File: src/rtl/otp_stream_cipher.sv
// One-time-pad stream cipher with a loadable pad memory and per-word
// fresh tracking; XORs LANE_W bits per cycle, LSB lane first.
module otp_stream_cipher #(
    parameter int DATA_W    = 16,
    parameter int LANE_W    = 4,
    parameter int PAD_DEPTH = 8
) (
    input  logic                         clk,
    input  logic                         reset,
    input  logic                         pad_wr_en,
    input  logic [$clog2(PAD_DEPTH)-1:0] pad_wr_addr,
    input  logic [DATA_W-1:0]            pad_wr_data,
    input  logic                         start,
    input  logic                         decrypt,
    input  logic                         passthrough,
    input  logic [DATA_W-1:0]            input_data,
    input  logic [$clog2(PAD_DEPTH)-1:0] pad_idx_in,
    output logic [DATA_W-1:0]            output_data,
    output logic [$clog2(PAD_DEPTH)-1:0] pad_idx_out,
    output logic                         busy,
    output logic                         done,
    output logic                         error,
    output logic                         exhausted
);

    localparam int IDX_W = $clog2(PAD_DEPTH);
    localparam int L     = DATA_W / LANE_W;
    localparam int CNT_W = (L > 1) ? $clog2(L) : 1;

    typedef enum logic [1:0] {
        S_IDLE,
        S_LOAD,
        S_XOR,
        S_DONE
    } state_t;

    state_t               state;
    logic [DATA_W-1:0]    pad [PAD_DEPTH];
    logic [PAD_DEPTH-1:0] fresh;
    logic [IDX_W-1:0]     enc_ptr;
    logic [DATA_W-1:0]    data_q;
    logic [DATA_W-1:0]    key_q;
    logic [DATA_W-1:0]    result;
    logic                 dec_q;
    logic                 pt_q;
    logic                 reject;
    logic [CNT_W-1:0]     lane_cnt;
    logic [LANE_W-1:0]    lane;
    logic                 accept;

    assign lane      = data_q[LANE_W-1:0] ^ key_q[LANE_W-1:0];
    assign exhausted = ~fresh[enc_ptr];
    assign accept    = start && (state == S_IDLE || state == S_DONE);

    // Pad contents are deliberately not reset.
    always_ff @(posedge clk) begin
        if (pad_wr_en) begin
            pad[pad_wr_addr] <= pad_wr_data;
        end
    end

    always_ff @(posedge clk) begin
        if (reset) begin
            state       <= S_IDLE;
            output_data <= '0;
            pad_idx_out <= '0;
            busy        <= 1'b0;
            done        <= 1'b0;
            error       <= 1'b0;
            enc_ptr     <= '0;
            fresh       <= '0;
            data_q      <= '0;
            key_q       <= '0;
            result      <= '0;
            dec_q       <= 1'b0;
            pt_q        <= 1'b0;
            reject      <= 1'b0;
            lane_cnt    <= '0;
        end else begin
            done <= 1'b0;
            unique case (state)
                S_IDLE: ;
                S_LOAD: begin
                    busy     <= 1'b1;
                    lane_cnt <= '0;
                    reject   <= 1'b0;
                    state    <= S_XOR;
                    if (pt_q) begin
                        key_q <= '0;
                    end else if (dec_q) begin
                        key_q       <= pad[pad_idx_in];
                        pad_idx_out <= pad_idx_in;
                    end else if (fresh[enc_ptr]) begin
                        key_q          <= pad[enc_ptr];
                        fresh[enc_ptr] <= 1'b0;
                        pad_idx_out    <= enc_ptr;
                        enc_ptr        <= enc_ptr + 1'b1;
                    end else begin
                        reject <= 1'b1;
                        state  <= S_DONE;
                    end
                end
                S_XOR: begin
                    result <= (result >> LANE_W)
                            | (DATA_W'(lane) << (DATA_W - LANE_W));
                    data_q   <= data_q >> LANE_W;
                    key_q    <= key_q >> LANE_W;
                    lane_cnt <= lane_cnt + 1'b1;
                    if (lane_cnt == CNT_W'(L - 1)) begin
                        state <= S_DONE;
                    end
                end
                S_DONE: begin
                    done        <= 1'b1;
                    busy        <= 1'b0;
                    error       <= reject;
                    output_data <= reject ? '0 : result;
                    state       <= S_IDLE;
                end
                default: state <= S_IDLE;
            endcase
            // A start on the DONE edge is taken directly, giving back-to-back ops.
            if (accept) begin
                data_q <= input_data;
                dec_q  <= decrypt;
                pt_q   <= passthrough;
                state  <= S_LOAD;
            end
            // Refilling a word on the same edge it is consumed keeps it fresh.
            if (pad_wr_en) begin
                fresh[pad_wr_addr] <= 1'b1;
            end
        end
    end

endmodule

File: config.mk
export PLATFORM = sky130hd
export DESIGN_NAME = otp_stream_cipher
export DESIGN_NICKNAME = d
export VERILOG_FILES = /design/src/rtl/otp_stream_cipher.sv
export SDC_FILE = /design/constraint.sdc
export NUM_CORES = 1
export LEC_CHECK = 0
export BUFFER_PORTS_ARGS = -buffer_cell sky130_fd_sc_hd__buf_4
export CAP_MARGIN = 20
export CELL_PAD_IN_SITES_DETAIL_PLACEMENT = 2
export CELL_PAD_IN_SITES_GLOBAL_PLACEMENT = 2
export CORE_MARGIN = 2
export CORE_UTILIZATION = 44
export CTS_BUF_LIST = sky130_fd_sc_hd__clkbuf_8
export CTS_CLUSTER_DIAMETER = 50
export DETAILED_ROUTE_END_ITERATION = 10
export HOLD_SLACK_MARGIN = 0.02
export PLACE_DENSITY_LB_ADDON = 0.15
export SLEW_MARGIN = 20
export SYNTH_ARGS = -nofsm -noshare
export SYNTH_HDL_FRONTEND = slang
export SYNTH_SLANG_ARGS = --single-unit
File: constraint.sdc
create_clock -name clk -period 2.8 [get_ports clk]
set_input_delay 0.14 -clock clk [delete_from_list [all_inputs] [get_ports clk]]
set_output_delay 0.14 -clock clk [all_outputs]
set_load 0.02 [all_outputs]
==> key figures <==
STA
  • Clock Skew: 17.6 ps
  • Tcrit/Tclk final: 91.4%
  • Slew headroom: around a third
  • Setup TNS: 0 ps
  • Finish-stage setup viols: 0
  • Fin worst setup slack: 240 ps
  • Worst-margin pin slew: 1020 ps
  • Fin crit period: between 2000 and 3000 ps
  • Fin. Hold Viols: 0
  • Max Slew Vio Count: 0
  • RSZ-0062 raised after global routing: no
  • Fmax: roughly 390 MHz

Worst setup path
  • Critical path's slowest cell: dfxtp_1
  • R2R cell count: 8
  • Type of destination of the critical path: flop
  • Worst Path Required: 3250 ps
  • Startpoint Class: flop
  • Slowest stage delay, CP: 480 ps
  • Crit path DAT: 3010 ps
  • Worst setup path start: state[0]
  • WS Path Type: flop to flop
  • CP Max Fanout: 15
  • Reg2Reg Setup Slack: between 200 and 250 ps
  • R2r endpoint: key_q[12]
  • Crit path capture: key_q[12]
  • Cells along the critical path: inv_1 > ha_2 > buf_4 > nor3b_1 > and2_1 > nor4b_1 > a221oi_1 > o21ai_0
  • FF-to-FF Start: state[0]

Yosys
  • Compound-Gate Fraction of Synth Area: 11.7%
  • Largest family of logic cells by synthesized area: multiplexers
  • Post-Synth Adder-Cell Area: 0.904%
  • Synth Area in XOR/XNOR: 0.452%
  • Sequential element share of the synthesized area: 58.5%
  • Syn Area/Cell: 12.8 sq um
  • Mapped cell area: around 9700 sq um
  • Post-synthesis mux area share: 17.5%
  • Ys async rst share: 0%
  • Distinct cells, synth: 44
  • Synth area leaders: edfxtp_1 (40%), dfxtp_1 (19%), mux4_2 (7.4%), mux2_2 (6.9%), nor2_1 (4.1%)
  • Post-Syn Nets: between 800 and 900
  • Ys flop type: edfxtp_1
  • Post-synth top area cell: edfxtp_1
  • Synth Register Bits: 219
  • Syn Inst Count: 755
  • Top-area cell type share of the netlist area: approximately two fifths
  • Simple-gate share of the synthesized area: between 8 and 9%
  • YS warnings: 0
  • Post-synth EDFFs: 128

Placement
  • Worst slack, placed: 181 ps
  • Dpl hpwl: around 18 mm
  • IO Port Bufs: 66
  • Final RePlAce weighted congestion: 0.826
  • Placed cells: 1072
  • Placed Area: about 11000 sq um

Finish
  • Nets: 919
  • Antenna Cells: 0
  • Area of the multi-input gates: 3790 sq um
  • Sequential cell area in the final layout: 5670 sq um
  • Area Growth Syn to Fin: 19.9%
  • Fillcell total: 2062
  • Commonest non-fill, non-tap cell in the layout: edfxtp_1
  • Layout cells sized above 1: roughly 29%
  • Most frequent cells in the layout: edfxtp_1 (128), nor2_1 (106), dfxtp_1 (90), buf_4 (90), mux2_2 (59)
  • Post-route cell area: 11600 sq um
  • Non-filler instance count after layout: 1179

CTS
  • CTS sink cnt: 219
  • CTS root buffer: clkbuf_8
  • Cts bufs inserted: 39
  • Max Buffers Root-to-Sink: 3
  • Clk pin slew, worst setup/hold paths: 60 ps
  • CTS H-tree lvls: 2
  • Clk_lat worst skew: between 500 and 600 ps
  • TritonCTS clock tree: yes

Drt
  • Final ANT Viol Nets: 0
  • Via count: 6925
  • Iter 0 DRT Violations: between 300 and 400
  • DR WL/cell: 24.7 microns
  • DRC: 0
  • Post-Route WL: roughly 29 mm
  • Via density: 5.87
  • Detailed Routing Iterations Pass 1: 5

Global route
  • Routing usage on met3: between 4 and 5%
  • Vias in the first global route: 7807
  • Global-route wire length before repair: 45.2 mm
  • GR Util met1: 30.8%
  • Grt ovf: 0
  • GRT Overall Usage: 25.0%
  • Largest net degree at the start of global routing: just under 80
  • Top Usage Layer GRT: met2
  • Antenna violations before repair: 0
  • M2 GR Usage: 44.7%

Floorplanning
  • Initial Util: 44.7%
  • Total core area: between 20000 and 25000 sq um
  • Die height: 152 microns
  • FP Rows: between 50 and 60
  • I/O pin total: 67
  • Die area: 23200 sq um
  • Die X: roughly 150 microns

Run status
  • Status: finished clean

Pwr
  • Worst VDD drop: 0.395 mV
  • Overall Power: between 8 and 9 mW
  • Power per cell area: 766 nW/um^2
  • P_leak: 4.01 nW

Job
  • Max_cap viols: 0

Min path
  • Hold Path Class: input pin to flop
## area by class of cell
| cell class | instances | area share [%] |
|---|---|---|
| clock inverters | 29 | 1.07 |
| inverters | 8 | 0.258 |
| well taps | 280 | 3.01 |
| flip-flops and latches | 219 | 48.8 |
| multi-input cells | 473 | 32.6 |
| clock buffers | 43 | 5.09 |
| repair buffers | 127 | 9.17 |
## repair_timing
item                                   4_1_cts  5_1_grt
setup endpoints to repair                    0        1
endpoints found under the hold margin      147        0
hold buffers                                35        0
resized for setup                            0        2
buffers inserted                             0        0
## sequential cells by signal, summed over array words and instances (netlist names), 2 cells and up, named ones only
name,flops
pad,128
data_q,16
key_q,16
output_data,16
result,16
fresh,8
enc_ptr,3
pad_idx_out,3
lane_cnt,2
state,2
## report_power, final
part	internal [mW]	leakage (nW)	switching, mW
sequential	3.73	1.90	0.284
combinational	0.831	1.69	1.32
clock	1.41	0.414	1.32
## routing by layer
layer	wire length, microns	up-vias
met3	1070	49
met1	12200	3584
met2	15100	174
li1	-	3118
met4	677	0
met5	0	-
## critical path: cells and delay by family, from the launching register on
kind	cells	cell delay, ps
DFF	1	480
adders and majority gates	1	290
AOI/OAI and AO/OA	2	310
and+or+nand+nor	3	1010
buffers and inverters	2	380
## kinds of logic after synthesis
group                      after synthesis
DFF                                    219
and+or+nand+nor                        183
AOI/OAI and AO/OA                      156
muxes                                  122
buffers and inverters                   63
adders and majority gates                7
xor gates and xnor gates                 5
## cells in the mapped netlist, drive strengths merged, types with 15 or more instances
master    n
edfxtp  128
mux4     32
a22oi    16
a21oi    30
a221oi   15
nand2    29
clkbuf   41
a211oi   41
dfxtp    91
mux2i    30
nor2    106
o22ai    29
mux2     60
## how the worst min path moves through the flow
stage	from	endpoint	depth (start not counted)
floorplan	pad_wr_data[0]	pad[0][0]	0
global placement	pad_wr_data[12]	pad[5][12]	1
detailed placement	pad_wr_data[5]	pad[0][5]	1
CTS	pad_idx_in[0]	pad_idx_out[0]	3
global route	pad_idx_in[0]	pad_idx_out[0]	3
finish	pad_idx_in[0]	pad_idx_out[0]	3
## per-stage QoR
stage | util [%] | hold slack (ps)
6_report | 53.6 | 67.9
5_1_grt | 53.6 | 84.2
4_1_cts | 53.5 | 53.9
3_5_place_dp | 48.6 | 377
3_3_place_gp | 48.6 | 364
2_1_floorplan | - | 239
(Power assumes the default switching activity.)
